===== src/rtl/multicycle_control_if.sv =====
// Controller <-> datapath bundle for the multicycle RV32I core: instruction
// fields and status flow into the controller, mux selects and enables flow out.
//
// Handshake: mem_ready is a completion strobe. An access presented in
// FETCH, MEMREAD or MEMWRITE is held unchanged until a cycle in which
// mem_ready is 1. That cycle completes the access, and the controller leaves
// the waiting state on the rising edge that ends it.
interface multicycle_control_if;
    logic [6:0] op;
    logic [2:0] funct3;
    logic [6:0] funct7;
    logic       zero;
    logic       mem_ready;

    logic       PCWrite;
    logic       AdrSrc;
    logic       MemWrite;
    logic       IRWrite;
    logic [1:0] ResultSrc;
    logic [1:0] ALUSrcA;
    logic [1:0] ALUSrcB;
    logic [2:0] ALUControl;
    logic [1:0] ImmSrc;
    logic       RegWrite;
    logic       illegal_op;
    logic [3:0] state;

    // The controller drives the datapath controls.
    modport master (
        input  op, funct3, funct7, zero, mem_ready,
        output PCWrite, AdrSrc, MemWrite, IRWrite, ResultSrc, ALUSrcA,
               ALUSrcB, ALUControl, ImmSrc, RegWrite, illegal_op, state
    );

    // The datapath and memory supply the instruction fields and status.
    modport slave (
        output op, funct3, funct7, zero, mem_ready,
        input  PCWrite, AdrSrc, MemWrite, IRWrite, ResultSrc, ALUSrcA,
               ALUSrcB, ALUControl, ImmSrc, RegWrite, illegal_op, state
    );
endinterface


===== src/rtl/multicycle_control.sv =====
// Multicycle control FSM for the RV32I subset (add/sub/and/or/addi/lw/sw/beq/jal).
// Moore outputs decoded from the state register, gated off while reset is high.
module multicycle_control (
    input  logic                 clk,
    input  logic                 reset,
    multicycle_control_if.master bus
);

    typedef enum logic [3:0] {
        S_FETCH    = 4'd0,
        S_DECODE   = 4'd1,
        S_MEMADR   = 4'd2,
        S_MEMREAD  = 4'd3,
        S_MEMWB    = 4'd4,
        S_MEMWRITE = 4'd5,
        S_EXECR    = 4'd6,
        S_ALUWB    = 4'd7,
        S_EXECI    = 4'd8,
        S_JAL      = 4'd9,
        S_BEQ      = 4'd10
    } state_t;

    localparam logic [6:0] OP_LOAD   = 7'b0000011;
    localparam logic [6:0] OP_STORE  = 7'b0100011;
    localparam logic [6:0] OP_RTYPE  = 7'b0110011;
    localparam logic [6:0] OP_ITYPE  = 7'b0010011;
    localparam logic [6:0] OP_BRANCH = 7'b1100011;
    localparam logic [6:0] OP_JAL    = 7'b1101111;

    localparam logic [2:0] ALU_ADD = 3'b010;
    localparam logic [2:0] ALU_SUB = 3'b110;
    localparam logic [2:0] ALU_AND = 3'b000;
    localparam logic [2:0] ALU_OR  = 3'b001;

    state_t     r_state;
    state_t     w_next;

    logic       w_pc_update;
    logic       w_branch;
    logic       w_ir_write;
    logic       w_mem_write;
    logic       w_reg_write;
    logic       w_illegal;
    logic       w_adr_src;
    logic [1:0] w_result_src;
    logic [1:0] w_alu_src_a;
    logic [1:0] w_alu_src_b;
    logic [2:0] w_alu_control;
    logic [2:0] w_r_alu_control;
    logic [1:0] w_imm_src;

    always_ff @(posedge clk) begin
        if (reset) begin
            r_state <= S_FETCH;
        end else begin
            r_state <= w_next;
        end
    end

    // R-type operation select; unsupported funct combinations fall back to add.
    always_comb begin
        w_r_alu_control = ALU_ADD;
        case ({bus.funct7, bus.funct3})
            {7'b0000000, 3'b000}: w_r_alu_control = ALU_ADD;
            {7'b0100000, 3'b000}: w_r_alu_control = ALU_SUB;
            {7'b0000000, 3'b111}: w_r_alu_control = ALU_AND;
            {7'b0000000, 3'b110}: w_r_alu_control = ALU_OR;
            default:              w_r_alu_control = ALU_ADD;
        endcase
    end

    always_comb begin
        w_imm_src = 2'b00;
        case (bus.op)
            OP_ITYPE,
            OP_LOAD:   w_imm_src = 2'b00;
            OP_STORE:  w_imm_src = 2'b01;
            OP_BRANCH: w_imm_src = 2'b10;
            OP_JAL:    w_imm_src = 2'b11;
            default:   w_imm_src = 2'b00;
        endcase
    end

    always_comb begin
        w_next        = S_FETCH;
        w_pc_update   = 1'b0;
        w_branch      = 1'b0;
        w_ir_write    = 1'b0;
        w_mem_write   = 1'b0;
        w_reg_write   = 1'b0;
        w_illegal     = 1'b0;
        w_adr_src     = 1'b0;
        w_result_src  = 2'b00;
        w_alu_src_a   = 2'b00;
        w_alu_src_b   = 2'b00;
        w_alu_control = ALU_ADD;

        case (r_state)
            S_FETCH: begin
                w_adr_src    = 1'b0;
                w_alu_src_a  = 2'b00;
                w_alu_src_b  = 2'b10;
                w_result_src = 2'b10;
                w_ir_write   = bus.mem_ready;
                w_pc_update  = bus.mem_ready;
                w_next       = bus.mem_ready ? S_DECODE : S_FETCH;
            end
            S_DECODE: begin
                // ALUOut captures OldPC + imm here so BEQ can load it as the target.
                w_alu_src_a = 2'b01;
                w_alu_src_b = 2'b01;
                case (bus.op)
                    OP_LOAD,
                    OP_STORE:  w_next = S_MEMADR;
                    OP_RTYPE:  w_next = S_EXECR;
                    OP_ITYPE:  w_next = S_EXECI;
                    OP_BRANCH: w_next = S_BEQ;
                    OP_JAL:    w_next = S_JAL;
                    default: begin
                        w_next    = S_FETCH;
                        w_illegal = 1'b1;
                    end
                endcase
            end
            S_MEMADR: begin
                w_alu_src_a = 2'b10;
                w_alu_src_b = 2'b01;
                w_next      = (bus.op == OP_LOAD) ? S_MEMREAD : S_MEMWRITE;
            end
            S_MEMREAD: begin
                w_adr_src    = 1'b1;
                w_result_src = 2'b00;
                w_next       = bus.mem_ready ? S_MEMWB : S_MEMREAD;
            end
            S_MEMWB: begin
                w_result_src = 2'b01;
                w_reg_write  = 1'b1;
                w_next       = S_FETCH;
            end
            S_MEMWRITE: begin
                // The strobe stays up for the whole wait so memory sees a stable request.
                w_adr_src    = 1'b1;
                w_result_src = 2'b00;
                w_mem_write  = 1'b1;
                w_next       = bus.mem_ready ? S_FETCH : S_MEMWRITE;
            end
            S_EXECR: begin
                w_alu_src_a   = 2'b10;
                w_alu_src_b   = 2'b00;
                w_alu_control = w_r_alu_control;
                w_next        = S_ALUWB;
            end
            S_EXECI: begin
                w_alu_src_a = 2'b10;
                w_alu_src_b = 2'b01;
                w_next      = S_ALUWB;
            end
            S_JAL: begin
                // PC takes the target from ALUOut while the ALU forms the link value OldPC + 4.
                w_alu_src_a  = 2'b01;
                w_alu_src_b  = 2'b10;
                w_result_src = 2'b00;
                w_pc_update  = 1'b1;
                w_next       = S_ALUWB;
            end
            S_ALUWB: begin
                w_result_src = 2'b00;
                w_reg_write  = 1'b1;
                w_next       = S_FETCH;
            end
            S_BEQ: begin
                w_alu_src_a   = 2'b10;
                w_alu_src_b   = 2'b00;
                w_alu_control = ALU_SUB;
                w_result_src  = 2'b00;
                w_branch      = 1'b1;
                w_next        = S_FETCH;
            end
            default: begin
                w_next = S_FETCH;
            end
        endcase
    end

    // Write enables are held low during reset so an aborted instruction leaves no trace.
    assign bus.PCWrite    = ~reset & (w_pc_update | (w_branch & bus.zero));
    assign bus.IRWrite    = ~reset & w_ir_write;
    assign bus.MemWrite   = ~reset & w_mem_write;
    assign bus.RegWrite   = ~reset & w_reg_write;
    assign bus.illegal_op = ~reset & w_illegal;

    assign bus.AdrSrc     = w_adr_src;
    assign bus.ResultSrc  = w_result_src;
    assign bus.ALUSrcA    = w_alu_src_a;
    assign bus.ALUSrcB    = w_alu_src_b;
    assign bus.ALUControl = w_alu_control;
    assign bus.ImmSrc     = w_imm_src;
    assign bus.state      = r_state;

endmodule


===== src/flat_wrapper.sv =====
// flat-port wrapper written by rule: the top's interface ports become plain ports
module multicycle_control_flat 
  (clk, reset, bus_op, bus_funct3, bus_funct7, bus_zero, bus_mem_ready, bus_PCWrite, bus_AdrSrc, bus_MemWrite, bus_IRWrite, bus_ResultSrc, bus_ALUSrcA, bus_ALUSrcB, bus_ALUControl, bus_ImmSrc, bus_RegWrite, bus_illegal_op, bus_state);
  multicycle_control_if bus_i ();
  input  logic clk;
  input  logic reset;
  input wire logic [$bits(bus_i.op)-1:0] bus_op;
  input wire logic [$bits(bus_i.funct3)-1:0] bus_funct3;
  input wire logic [$bits(bus_i.funct7)-1:0] bus_funct7;
  input wire logic [$bits(bus_i.zero)-1:0] bus_zero;
  input wire logic [$bits(bus_i.mem_ready)-1:0] bus_mem_ready;
  output wire logic [$bits(bus_i.PCWrite)-1:0] bus_PCWrite;
  output wire logic [$bits(bus_i.AdrSrc)-1:0] bus_AdrSrc;
  output wire logic [$bits(bus_i.MemWrite)-1:0] bus_MemWrite;
  output wire logic [$bits(bus_i.IRWrite)-1:0] bus_IRWrite;
  output wire logic [$bits(bus_i.ResultSrc)-1:0] bus_ResultSrc;
  output wire logic [$bits(bus_i.ALUSrcA)-1:0] bus_ALUSrcA;
  output wire logic [$bits(bus_i.ALUSrcB)-1:0] bus_ALUSrcB;
  output wire logic [$bits(bus_i.ALUControl)-1:0] bus_ALUControl;
  output wire logic [$bits(bus_i.ImmSrc)-1:0] bus_ImmSrc;
  output wire logic [$bits(bus_i.RegWrite)-1:0] bus_RegWrite;
  output wire logic [$bits(bus_i.illegal_op)-1:0] bus_illegal_op;
  output wire logic [$bits(bus_i.state)-1:0] bus_state;
  assign bus_i.op = bus_op;
  assign bus_i.funct3 = bus_funct3;
  assign bus_i.funct7 = bus_funct7;
  assign bus_i.zero = bus_zero;
  assign bus_i.mem_ready = bus_mem_ready;
  assign bus_PCWrite = bus_i.PCWrite;
  assign bus_AdrSrc = bus_i.AdrSrc;
  assign bus_MemWrite = bus_i.MemWrite;
  assign bus_IRWrite = bus_i.IRWrite;
  assign bus_ResultSrc = bus_i.ResultSrc;
  assign bus_ALUSrcA = bus_i.ALUSrcA;
  assign bus_ALUSrcB = bus_i.ALUSrcB;
  assign bus_ALUControl = bus_i.ALUControl;
  assign bus_ImmSrc = bus_i.ImmSrc;
  assign bus_RegWrite = bus_i.RegWrite;
  assign bus_illegal_op = bus_i.illegal_op;
  assign bus_state = bus_i.state;
  multicycle_control u_core (.clk(clk), .reset(reset), .bus(bus_i));
endmodule

===== config.mk =====
export PLATFORM = sky130hd
export DESIGN_NAME = multicycle_control_flat
export DESIGN_NICKNAME = d
export VERILOG_FILES = /design/src/rtl/multicycle_control_if.sv /design/src/rtl/multicycle_control.sv /design/src/flat_wrapper.sv
export SDC_FILE = /design/constraint.sdc
export NUM_CORES = 1
export LEC_CHECK = 0
export ABC_AREA = 1
export CAP_MARGIN = 40
export CORE_MARGIN = 2
export CORE_UTILIZATION = 36
export CTS_BUF_LIST = sky130_fd_sc_hd__clkbuf_8
export DETAILED_ROUTE_END_ITERATION = 10
export PLACE_DENSITY = 0.86
export REMOVE_ABC_BUFFERS = 1
export SLEW_MARGIN = 10
export SYNTH_ARGS = -nofsm -noshare
export SYNTH_HDL_FRONTEND = slang
export SYNTH_SLANG_ARGS = --single-unit
export TNS_END_PERCENT = 10

===== constraint.sdc =====
create_clock -name clk -period 4.2 [get_ports clk]
set_input_delay 1.26 -clock clk [delete_from_list [all_inputs] [get_ports clk]]
set_output_delay 1.26 -clock clk [all_outputs]
set_load 0.005 [all_outputs]

* Word level (Yosys, flattened, before mapping) *
Cells that the tools add are included.

word-level totals
  input port bits = 21
  output and inout port bits = 21
  register bits after elaboration = 4

operators by class
  reduce and logical (&&, ||, !) cells = 10
  mux-type cells = 20
  equal/unequal tests = 19
  bitwise logic cells = 8

operators with widths
  operator                                         count
  one-hot mux 4 bit (6 select lines)               1
  == test 10 x 3 -> 1 bit (second input constant)  2
  one-hot mux 4 bit (5 select lines)               1
  == test 4 x 3 -> 1 bit (second input constant)   4
  == test 7 x 6 -> 1 bit (second input constant)   2
  == test 7 bit (second input constant)            2
  == test 4 bit (second input constant)            3
  one-hot mux 2 bit (2 select lines)               3
  == test 10 x 9 -> 1 bit (second input constant)  1
  OR reduction 2 bit                               5
  2-to-1 mux 3 bit                                 3
  one-hot mux 3 bit (3 select lines)               1
  == test 4 x 2 -> 1 bit (second input constant)   2
  2-to-1 mux 1 bit                                 8
  == test 7 x 2 -> 1 bit (second input constant)   1
  == test 7 x 5 -> 1 bit (second input constant)   1
  AND 1 bit                                        6
  one-hot mux 2 bit (3 select lines)               1
  one-hot mux 3 bit (2 select lines)               1
  OR reduction 3 bit                               2
  OR reduction 6 bit                               1
  == test 4 x 1 -> 1 bit (second input constant)   1
  logical NOT 4 bit                                1
  OR reduction 4 bit                               1
  3 further kinds                                  3

* Depth between registers and ports, before layout *
Gate-level depths: netlist (run 1).

  depth in word-level cells = 5
  depth in mapped cells = 9
  depth with buffers taken out = 9

* Worst setup path after synthesis (run 1) *
OpenSTA, ideal clock, no wires.

  kind = in2out
  start point = input bus_funct7[0]
  end point = output bus_ALUControl[0]
  stages on the path = 4
  data arrival time = 1.930 ns
  setup slack = 1.010 ns
  path buffers = 0
  path through = or2_2 > nor3_1 > nand3_1 > nor2_1

between the ends
  cells in the longest elaborated chain, start to end = 3

RTL lines
  what                                                                       RTL line                  RTL
  start, declared                                                            flat_wrapper.sv:9         input wire logic [$bits(bus_i.funct7)-1:0] bus_funct7;
  == test 10 x 3 -> 1 bit / == test 10 x 9 -> 1 bit (equally long branches)  multicycle_control.sv:63  case ({bus.funct7, bus.funct3})
  one-hot mux 3 bit (3 select lines) *                                       multicycle_control.sv:63
  one-hot mux 3 bit (2 select lines) *                                       multicycle_control.sv:98  case (r_state)
  end, declared                                                              flat_wrapper.sv:19        output wire logic [$bits(bus_i.ALUControl)-1:0] bus_ALUControl;

Mark *: on every way between the ends. The rest lies on a longest branch, timed or not.

* Worst setup path after layout (run 1) *
Same ends and word-level chain as after synthesis.

==> reports/qor.txt, run 1 <==
status = completed
DP Area = 965 µm²
Avg WL per Cell = 10.1 µm
Worst Skew = 6.58 ps
Pleak = 0.490 nW
Tcrit/Tclk final = 97.4%
core area = 1350 µm²
Setup Total Neg Slack = 0 ps
First-pass DRT Iterations = 4
largest net degree at the start of global routing = 9
EDFF count, synth = 0
CTS clk-pin slew, worst paths = 30 ps
Crit path required time = 2940 ps
final instance area = 1020 µm²
CTS tree = yes
initial antenna violation count = 0
cells after synthesis = 107
GRT Total Usage = 19.6%
Antenna diodes = 0
syn_area_per_cell = 4.98 µm²
max FFs per register = 4
pwr dens = 171 nW/µm²
layout cells sized above 1 = 10.6%
die height = 42.5 µm
Util after Layout = 75.3%
initial core utilization = 39.5%
die area = 1800 µm²
startpoint types = input pin
grt total ovfl = 0
sequential fraction of the synthesis area = 15.0%
Worst Max-Slew Pin Slew = 298 ps
Vias = 815
Period minus WS final = 4090 ps
CP Class = input pin to output pin
Async SR Flop Fraction = 0%
num ports = 42
Ys Warns = 0
max_slew headroom = 80.1%
antenna viol nets, final = 0
clock root cell = clkbuf_8
post-synthesis sequential element count = 4
Netlist cell types = 18
RePlAce Congestion = 0.817
area delta synth->final = 90.8%
critical path data arrival time = 2830 ps
Worst Reg-to-Reg Cells = 9
WHS Path Cells = 4
CTS buffer count = 3
CP max FO = 2
std cell rows = 13
port bufs = 41
worst hold margin = 729 ps
Die Width = 42.5 µm
Final Hold Fails = 0
clock sink total = 4
Max-Cap Viols = 0
layout net count = 174
top post-synthesis cells by count = nand2_1 (32), nor2_1 (19), inv_1 (15)
Post-Syn Area = 533 µm²
post-synth top area cell = nand2_1
residual DRC count = 0
Worst VDD drop = 0.000215 V
DRT iter0 DRCs = 7
Worst Hold Class = flop to flop
vias in the first global route = 747
Synth area leaders = nand2_1 (23%), dfxtp_1 (15%), nor2_1 (13%), inv_1 (11%), nand3_1 (9.4%)
post-synth top area share = 22.5%
clock latency on the worst-skew pair = 220 ps
RSZ-0062 raised after global routing = no
clock tree buffer depth = 2
Post-synth top flop = dfxtp_1
WL final = 1680 µm
fin. max-slew vios = 0
first-pass GRT wire length = 2790 µm
hpwl dp = 1450 µm
count leader, synth = nand2_1
final setup fails = 0
worst reg2reg setup slack = 2960 ps
Setup Buffers After CTS = 0
H-tree levels = 1
DR vias/cell = 4.91
f_max = 244 MHz
CP Capture Type = output pin
final-layout fill cell count = 111
total power = 174 µW
==> critical path: stages <==
cell and delay, ps:
clkdlybuf4s50_1 390, or2_2 300, nor3_1 140, nand3_1 110, nor2_1 120, clkdlybuf4s50_1 510
==> worst paths after layout <==
| check | from | end |
|---|---|---|
| max | bus_funct7[0] | bus_ALUControl[0] |
| min | u_core.bus.state[0] | u_core.bus.state[1] |
| max reg2reg | u_core.bus.state[0] | u_core.bus.state[0] |
| min reg2reg | u_core.bus.state[0] | u_core.bus.state[1] |
==> layer usage <==
layer	global-route usage, %	part of all wire, %	vias up
met2	39.7	53	30
met4	7.50	1.2	0
li1	-	-	429
met1	19.7	38	354
met3	2.16	7.5	2
met5	0	0	-
==> report_power, final <==
part | leakage (nW) | switching [mW] | total, mW | internal (mW)
sequential | 0.0325 | 0.00123 | 0.0403 | 0.0390
combinational | 0.436 | 0.0204 | 0.0516 | 0.0313
clock | 0.0216 | 0.0210 | 0.0821 | 0.0612
total | 0.490 | 0.0426 | 0.174 | 0.131
==> cells in the final DEF, fill, tap and decap left out, drive strengths merged <==
cell type / instances
clkdlybuf4s50: 41
nand2: 35
nor2: 22
inv: 18
nand3: 10
nand4: 4
dfxtp: 4
nor3: 4
clkbuf: 3
nor4: 3
a21oi: 2
o21ai: 2
or2: 1
a31oi: 1
buf: 1
==> metrics by stage <==
| stage | instances | worst slack [ps] |
|---|---|---|
| 2_1_floorplan | 106 | 1010 |
| 3_3_place_gp | 163 | 127 |
| 3_5_place_dp | 163 | 55.6 |
| 4_1_cts | 166 | 59.8 |
| 5_1_grt | 166 | 13.2 |
| 6_report | 166 | 109 |
==> repair_timing <==
item	CTS	global route
resized for setup	0	2
hold endpoints to repair	0	0
endpoints found under the setup margin	0	4
hold buffers	0	0
==> cell type report <==
type	instances	area, µm²	share of cell area [%]
timing repair buffer	42	418	41.1
multi-input combinational	84	392	38.5
sequential	4	80.1	7.87
inverter	18	67.6	6.64
clock buffer	3	41.3	4.06
tap	15	18.8	1.85
==> cell families (layout without fill, tap and decap cells) <==
group	count (synthesis)	count (layout)	share of synthesized area, %
AOI/OAI and AO/OA	5	5	4.93
buffers and inverters	19	63	13.6
DFF	4	4	15.0
and+or+nand+nor	79	79	66.4
(Power assumes the default switching activity.)
==> run 2: changes to the inputs <==
--- a/config.mk
+++ b/config.mk
@@ -10,6 +10,7 @@
 export CORE_MARGIN = 2
 export CORE_UTILIZATION = 36
 export CTS_BUF_LIST = sky130_fd_sc_hd__clkbuf_8
+export CTS_CLUSTER_DIAMETER = 120
 export DETAILED_ROUTE_END_ITERATION = 10
 export PLACE_DENSITY = 0.86
 export REMOVE_ABC_BUFFERS = 1
==> results of run 2 <==
No change in the layout: final DEF, timing and power equal those of run 1.
